--- config.mk ---
export PLATFORM = sky130hd
export DESIGN_NAME = rv32_alu_issue
export DESIGN_NICKNAME = d
export VERILOG_FILES = /design/src/rtl/rv32_alu_pkg.sv /design/src/rtl/rv32_alu_decode.sv /design/src/rtl/rv32_alu_issue.sv
export SDC_FILE = /design/constraint.sdc
export NUM_CORES = 1
export LEC_CHECK = 0
export CAP_MARGIN = 10
export CORE_ASPECT_RATIO = 2
export CORE_UTILIZATION = 39
export CTS_BUF_LIST = sky130_fd_sc_hd__clkbuf_16
export DETAILED_ROUTE_END_ITERATION = 10
export PLACE_DENSITY = 0.85
export SYNTH_ARGS = -nofsm -noshare
export SYNTH_HDL_FRONTEND = slang
export SYNTH_SLANG_ARGS = --single-unit
--- constraint.sdc ---
create_clock -name clk -period 1.8 [get_ports clk]
set_input_delay 0.18 -clock clk [delete_from_list [all_inputs] [get_ports clk]]
set_output_delay 0.18 -clock clk [all_outputs]
set_load 0.01 [all_outputs]
--- src/rtl/rv32_alu_pkg.sv ---
// Shared definitions for the RV32I -> ALU issue path.
// Holds the ALU opcode encodings, the RV32I major opcodes and funct7 values
// the decoder recognises, the decoded-issue payload struct, and a helper that
// maps funct3 to the ALU opcode for the base (funct7 = 0) encodings.
package rv32_alu_pkg;

    localparam int unsigned RV_XLEN = 32;
    localparam int unsigned OP_W    = 4;
    localparam int unsigned REG_W   = 5;
    localparam int unsigned OPC_W   = 7;
    localparam int unsigned F3_W    = 3;
    localparam int unsigned F7_W    = 7;
    localparam int unsigned SHAMT_W = 5;
    localparam int unsigned IMM_I_W = 12;
    localparam int unsigned IMM_U_W = 20;

    // ALU opcode encodings
    localparam logic [OP_W-1:0] ALU_NOP  = 4'b0000;
    localparam logic [OP_W-1:0] ALU_AND  = 4'b0001;
    localparam logic [OP_W-1:0] ALU_OR   = 4'b0010;
    localparam logic [OP_W-1:0] ALU_XOR  = 4'b0011;
    localparam logic [OP_W-1:0] ALU_ADD  = 4'b0100;
    localparam logic [OP_W-1:0] ALU_SUB  = 4'b0101;
    localparam logic [OP_W-1:0] ALU_SRA  = 4'b0111;
    localparam logic [OP_W-1:0] ALU_SLL  = 4'b1000;
    localparam logic [OP_W-1:0] ALU_SRL  = 4'b1001;
    localparam logic [OP_W-1:0] ALU_SLT  = 4'b1100;
    localparam logic [OP_W-1:0] ALU_SLTU = 4'b1101;

    // RV32I major opcodes handled by this stage
    localparam logic [OPC_W-1:0] OPC_OP     = 7'b0110011;
    localparam logic [OPC_W-1:0] OPC_OP_IMM = 7'b0010011;
    localparam logic [OPC_W-1:0] OPC_LUI    = 7'b0110111;
    localparam logic [OPC_W-1:0] OPC_AUIPC  = 7'b0010111;

    // funct7 / imm[11:5] qualifiers
    localparam logic [F7_W-1:0] F7_BASE = 7'b0000000;
    localparam logic [F7_W-1:0] F7_ALT  = 7'b0100000;

    // Decoded operation as presented to the ALU/writeback side
    typedef struct packed {
        logic [RV_XLEN-1:0] in0;
        logic [RV_XLEN-1:0] in1;
        logic [OP_W-1:0]    op;
        logic [REG_W-1:0]   rd;
        logic               wb_en;
        logic               illegal;
    } alu_issue_t;

    // funct3 -> ALU opcode for the funct7 = 0000000 OP row (shared by OP-IMM)
    function automatic logic [OP_W-1:0] base_op(input logic [F3_W-1:0] f3);
        logic [OP_W-1:0] op;
        case (f3)
            3'b000:  op = ALU_ADD;
            3'b001:  op = ALU_SLL;
            3'b010:  op = ALU_SLT;
            3'b011:  op = ALU_SLTU;
            3'b100:  op = ALU_XOR;
            3'b101:  op = ALU_SRL;
            3'b110:  op = ALU_OR;
            default: op = ALU_AND;
        endcase
        return op;
    endfunction

endpackage

--- src/rtl/rv32_alu_decode.sv ---
// Combinational RV32I -> ALU translation.
// Ports:
//   instr    - RV32I instruction word
//   rs1_val  - rs1 register value
//   rs2_val  - rs2 register value
//   pc       - instruction address (AUIPC base)
//   dec_c    - decoded ALU operands, opcode, rd, writeback enable and
//              illegal flag (combinational)
module rv32_alu_decode
    import rv32_alu_pkg::*;
(
    input  logic [RV_XLEN-1:0] instr,
    input  logic [RV_XLEN-1:0] rs1_val,
    input  logic [RV_XLEN-1:0] rs2_val,
    input  logic [RV_XLEN-1:0] pc,
    output alu_issue_t         dec_c
);

    logic [OPC_W-1:0]   opc;
    logic [F3_W-1:0]    f3;
    logic [F7_W-1:0]    f7;
    logic [REG_W-1:0]   rd;
    logic [RV_XLEN-1:0] imm_i;
    logic [RV_XLEN-1:0] imm_u;
    logic [RV_XLEN-1:0] shamt;

    logic               legal;
    logic [OP_W-1:0]    op;
    logic [RV_XLEN-1:0] src_a;
    logic [RV_XLEN-1:0] src_b;

    // Instruction fields and immediates
    assign opc   = instr[6:0];
    assign rd    = instr[11:7];
    assign f3    = instr[14:12];
    assign f7    = instr[31:25];
    assign imm_i = {{(RV_XLEN-IMM_I_W){instr[31]}}, instr[31:20]};
    assign imm_u = {instr[31:12], (RV_XLEN-IMM_U_W)'(0)};
    assign shamt = {(RV_XLEN-SHAMT_W)'(0), instr[24:20]};

    // Opcode/legality decode and natural operand order (a = first, b = second)
    always_comb begin
        legal = 1'b0;
        op    = ALU_NOP;
        src_a = rs1_val;
        src_b = rs2_val;
        case (opc)
            OPC_OP: begin
                if (f7 == F7_BASE) begin
                    legal = 1'b1;
                    op    = base_op(f3);
                end else if (f7 == F7_ALT && f3 == 3'b000) begin
                    legal = 1'b1;
                    op    = ALU_SUB;
                end else if (f7 == F7_ALT && f3 == 3'b101) begin
                    legal = 1'b1;
                    op    = ALU_SRA;
                end
            end
            OPC_OP_IMM: begin
                src_b = imm_i;
                case (f3)
                    3'b001: begin
                        src_b = shamt;
                        if (f7 == F7_BASE) begin
                            legal = 1'b1;
                            op    = ALU_SLL;
                        end
                    end
                    3'b101: begin
                        src_b = shamt;
                        if (f7 == F7_BASE) begin
                            legal = 1'b1;
                            op    = ALU_SRL;
                        end else if (f7 == F7_ALT) begin
                            legal = 1'b1;
                            op    = ALU_SRA;
                        end
                    end
                    default: begin
                        legal = 1'b1;
                        op    = base_op(f3);
                    end
                endcase
            end
            OPC_LUI: begin
                legal = 1'b1;
                op    = ALU_ADD;
                src_a = '0;
                src_b = imm_u;
            end
            OPC_AUIPC: begin
                legal = 1'b1;
                op    = ALU_ADD;
                src_a = pc;
                src_b = imm_u;
            end
            default: begin
                legal = 1'b0;
            end
        endcase
    end

    // Final payload; the ALU compares in0 > in1, so set-less-than swaps operands
    always_comb begin
        dec_c         = '0;
        dec_c.rd      = rd;
        dec_c.illegal = ~legal;
        if (legal) begin
            dec_c.op    = op;
            dec_c.wb_en = (rd != '0);
            if (op == ALU_SLT || op == ALU_SLTU) begin
                dec_c.in0 = src_b;
                dec_c.in1 = src_a;
            end else begin
                dec_c.in0 = src_a;
                dec_c.in1 = src_b;
            end
        end
    end

endmodule

--- src/rtl/rv32_alu_issue.sv ---
// Decode/issue stage feeding the 32-bit ALU through a one-deep registered
// valid/ready slot.
// Ports:
//   clk, rst          - clock, synchronous active-high reset
//   flush             - discard held and incoming instruction this cycle
//   in_valid/in_ready - upstream handshake (in_ready is combinational)
//   in_instr, in_rs1_val, in_rs2_val, in_pc - instruction and operands
//   out_valid/out_ready - downstream handshake
//   out_in0, out_in1, out_op, out_rd, out_wb_en, out_illegal - issued op
//   issue_count       - completed downstream handshakes (wrapping)
module rv32_alu_issue
    import rv32_alu_pkg::*;
#(
    parameter int unsigned XLEN  = 32,  // only 32 is supported
    parameter int unsigned CNT_W = 32
) (
    input  logic             clk,
    input  logic             rst,
    input  logic             flush,
    input  logic             in_valid,
    output logic             in_ready,
    input  logic [XLEN-1:0]  in_instr,
    input  logic [XLEN-1:0]  in_rs1_val,
    input  logic [XLEN-1:0]  in_rs2_val,
    input  logic [XLEN-1:0]  in_pc,
    output logic             out_valid,
    input  logic             out_ready,
    output logic [XLEN-1:0]  out_in0,
    output logic [XLEN-1:0]  out_in1,
    output logic [OP_W-1:0]  out_op,
    output logic [REG_W-1:0] out_rd,
    output logic             out_wb_en,
    output logic             out_illegal,
    output logic [CNT_W-1:0] issue_count
);

    alu_issue_t       dec_c;
    alu_issue_t       issue_q;
    logic             valid_q;
    logic [CNT_W-1:0] count_q;
    logic             accept;
    logic             drain;

    rv32_alu_decode u_decode (
        .instr   (in_instr),
        .rs1_val (in_rs1_val),
        .rs2_val (in_rs2_val),
        .pc      (in_pc),
        .dec_c   (dec_c)
    );

    // Slot can take a new op when empty or being drained, never during flush
    assign in_ready = ~flush & (~valid_q | out_ready);
    assign accept   = in_valid & in_ready;
    assign drain    = valid_q & out_ready & ~flush;

    // Issue slot: payload loads only on accept, so it holds under backpressure
    always_ff @(posedge clk) begin
        if (rst) begin
            valid_q <= 1'b0;
            issue_q <= '0;
        end else if (flush) begin
            valid_q <= 1'b0;
        end else if (accept) begin
            valid_q <= 1'b1;
            issue_q <= dec_c;
        end else if (drain) begin
            valid_q <= 1'b0;
        end
    end

    // Completed-issue counter, wraps naturally
    always_ff @(posedge clk) begin
        if (rst) begin
            count_q <= '0;
        end else if (drain) begin
            count_q <= count_q + CNT_W'(1);
        end
    end

    assign out_valid   = valid_q;
    assign out_in0     = issue_q.in0;
    assign out_in1     = issue_q.in1;
    assign out_op      = issue_q.op;
    assign out_rd      = issue_q.rd;
    assign out_wb_en   = issue_q.wb_en;
    assign out_illegal = issue_q.illegal;
    assign issue_count = count_q;

endmodule

==> impl_metrics.csv <==
group,metric,value,unit
worst_hold_path,whs_endpoint,"out_in0[25]",
power,vdd_drop_max,0.3929,mV
critical_path,rrSetupSlack,0.07,ns
critical_path,crit_path_end_kind,"flip-flop",
logic_synthesis,synth_area_leaders,"dfxtp_1 37%, nand2_1 10%, mux2i_1 8.5%",
critical_path,worstReg2RegStart,"issue_count[12]",
final_layout,layout_commonest_cell,"clkdlybuf4s50_1",
critical_path,cp.required,2.08,ns
final_layout,area_growth,69.37,%
grt,grtUsageTotal,28.75,%
critical_path,path_class,"in2reg",
sta,rsz0062_at_grt,"true",
clock_tree,tritoncts,"built",
placement,place_congestion,0.9015,
final_layout,stdcell_count,1224,
logic_synthesis,ys_seq_area_share,37.30,%
critical_path,cp_cell_sequence,"dlygate4sd2_1, nor2b_4, o2111ai_4, a211oi_2, buf_4, o21ai_4, buf_12, buf_12, buf_16, mux2_4, o21ai_1",
sta,worstMarginPinSlew,0.3537,ns
final_layout,num_antenna_cells,0,
clock_tree,path_clk_slew,0.08,ns
placement,dpl_cell_area,9120,sq um
floorplanning,fp.dieH,174.4,microns
critical_path,rr_worst_depth,6,
final_layout,finalInstanceArea,9818,sq um
clock_tree,clock-sinks,108,
critical_path,crit_family,"buffers and inverters",
final_layout,n_fill_cell,1165,
run_status,violations,"negative setup slack",
routing,via_per_inst,5.401,
grt,grt_overflow_total,0,
run_status,outcome,"complete, but fails checks",
routing,drt-initial-drc-count,231,
sta,slew_headroom,76.42,%
placement,dp_hpwl,16670,microns
grt,grt_max_degree,45,
critical_path,cpMostUsedCell,"buf_12",
critical_path,start_kind,"input port",
final_layout,layout-drive-gt1-share,18.60,%
routing,wl_per_cell,18.07,microns
grt,grt_pass1_wl,34000,microns
floorplanning,rows,62,
placement,dp.cells,1194,
routing,totalWireLength,22110,microns
routing,antenna_left,0,
sta,fin_crit_sh,103.1,%
clock_tree,cts_root_buf,"clkbuf_16",
final_layout,nets,1161,
critical_path,slowest_delay,0.29,ns
logic_synthesis,yosysWarningCount,0,
routing,drt_first_pass_iters,4,
floorplanning,initial_utilization,40.18,%
logic_synthesis,synth_top_area_share,37.30,%
critical_path,worstPathArrival,2.13,ns
sta,fin_ws,-0.05579,ns
floorplanning,coreArea,14430,sq um
logic_synthesis,synthFlopType,"dfxtp_1",
clock_tree,clockBufferDepth,2,
worst_hold_path,holdPathStages,5,
sta,final.setup.tns,-0.3035,ns
critical_path,path_max_fanout,7,
job,maxCapViolCount,0,
grt,grt_pass1_vias,6729,
logic_synthesis,synth.distinct_cells,54,
logic_synthesis,yosys.area.top_type,"dfxtp_1",
floorplanning,dieArea,15380,sq um
power,p_per_area,545.2,nW/um^2
clock_tree,cts_max_level,3,
sta,setup_viol,12,
logic_synthesis,synth_cells,719,
sta,finalMaxSlewViolations,0,
critical_path,reg2reg_to,"issue_count[31]",
final_layout,final_cell_mix,"223 x clkdlybuf4s50_1, 156 x nand2_1, 106 x dfxtp_1",
sta,whs,0.3308,ns
logic_synthesis,ys_ff_latch,108,
grt,antenna_found_initial,0,
routing,drc,0,
logic_synthesis,syn-num-nets,853,
worst_hold_path,hp-start,"in_instr[25]",
floorplanning,die_w,88.21,microns
clock_tree,clk_latency,0.35,ns
worst_hold_path,hold_path.class,"in2reg",
logic_synthesis,syn_area,5797,sq um
sta,finalHoldViolCount,0,
critical_path,cp_slowest_cell,"dlygate4sd2_1",
floorplanning,num_io_pins,242,
logic_synthesis,synthArstFlopShare,0,%
routing,num_vias,6611,
clock_tree,cts_made_buffers,9,
logic_synthesis,syn_avg_cell_area,8.062,sq um
sta,fin_crit,1.856,ns
sta,skew,0.007851,ns
power,leakage,0.004109,uW
sta,timing.fmax,538.9,MHz
placement,portBuffers,241,
critical_path,worst-path-buf-inv,5,
logic_synthesis,synth_enable_flop_cells,0,
-- stage by stage --
stage / util (%) / total power [uW] / worst slack (ns)
floorplan: - / 2771 / -0.03273
global placement: 63.21 / 3273 / -0.5713
detailed placement: 63.21 / 3290 / -0.7013
CTS: 67.31 / 5347 / -0.01023
global route: 68.05 / 5530 / -0.1273
finish: 68.05 / 5353 / -0.05579
-- worst max-delay path by stage --
stage | startpoint | to | slack [ns] | cells past startpoint
floorplan | out_valid | issue_count[31] | -0.03 | 7
global placement | in_instr[4] | out_in1[9] | -0.57 | 8
detailed placement | in_instr[25] | out_in1[5] | -0.70 | 10
CTS | in_instr[27] | out_in0[5] | -0.01 | 12
global route | in_instr[27] | out_in0[11] | -0.13 | 12
finish | in_instr[13] | out_in0[5] | -0.06 | 11
-- synthesized netlist by cell type (13+ instances only) --
cell type / count
clkbuf_1: 32
nor2_1: 31
a2bb2oi_1: 19
nand3b_1: 26
or3_1: 13
o21ai_0: 22
o21ai_1: 61
a21oi_1: 38
mux2i_1: 49
buf_2: 13
xor2_1: 13
nand2_1: 157
dfxtp_1: 108
-- final cells by class --
class / count / area (sq um) / share of cell area [%]
clock inverter: 7 / 81.33 / 0.8283
multi-input combinational: 551 / 3542 / 36.08
inverter: 6 / 22.52 / 0.2294
sequential: 108 / 2165 / 22.05
timing repair buffer: 351 / 3542 / 36.08
tap: 192 / 240.2 / 2.447
clock buffer: 9 / 225.2 / 2.294
-- tightest hold or removal path: cells and delay by family --
family	cells	cell delay (ns)
buf+inv	1	0.11
mux	1	0.13
simple gates	1	0.06
compound gates	2	0.15
-- kinds of logic after synthesis --
group,Yosys count,share of synthesized area [%]
AOI/OAI and AO/OA,167,17.48
xor gates and xnor gates,20,3.022
adders and majority gates,1,0.2158
buffers and inverters,60,5.137
DFF,108,37.30
muxes,65,11.57
and+or+nand+nor,298,25.28
-- routing by layer --
layer  vias to the layer above  global-route usage [%]  share of wire [%]
li1                       3153                       -                  -
met1                      3115                   28.98                 35
met2                       283                   54.65                 55
met3                        60                   4.084                5.4
met4                         0                   14.38                4.6
met5                         -                       0                  0
-- where the power goes --
group	switching [uW]	total, uW	internal [uW]	leakage [uW]
Clock	980	2080	1100	0.000152
Sequential	6.41	2400	2400	0.000872
Combinational	367	864	497	0.00309
Total	1350	5350	4000	0.00411
-- state kept, by name, indices dropped and copies added, names as in the netlist --
| name | flops |
|---|---|
| out_op | 4 |
| out_in0 | 32 |
| issue_count | 32 |
| out_illegal | 1 |
| out_valid | 1 |
| out_in1 | 32 |
| out_rd | 5 |
| out_wb_en | 1 |
-- timing repair --
action                     4_1_cts  5_1_grt
hold buffers                     0        0
gates resized for setup         60       30
setup endpoints to repair       70       75
setup buffers                   10        0
cloned                           4        0
pin swaps                       16       13
(Power assumes the default switching activity.)
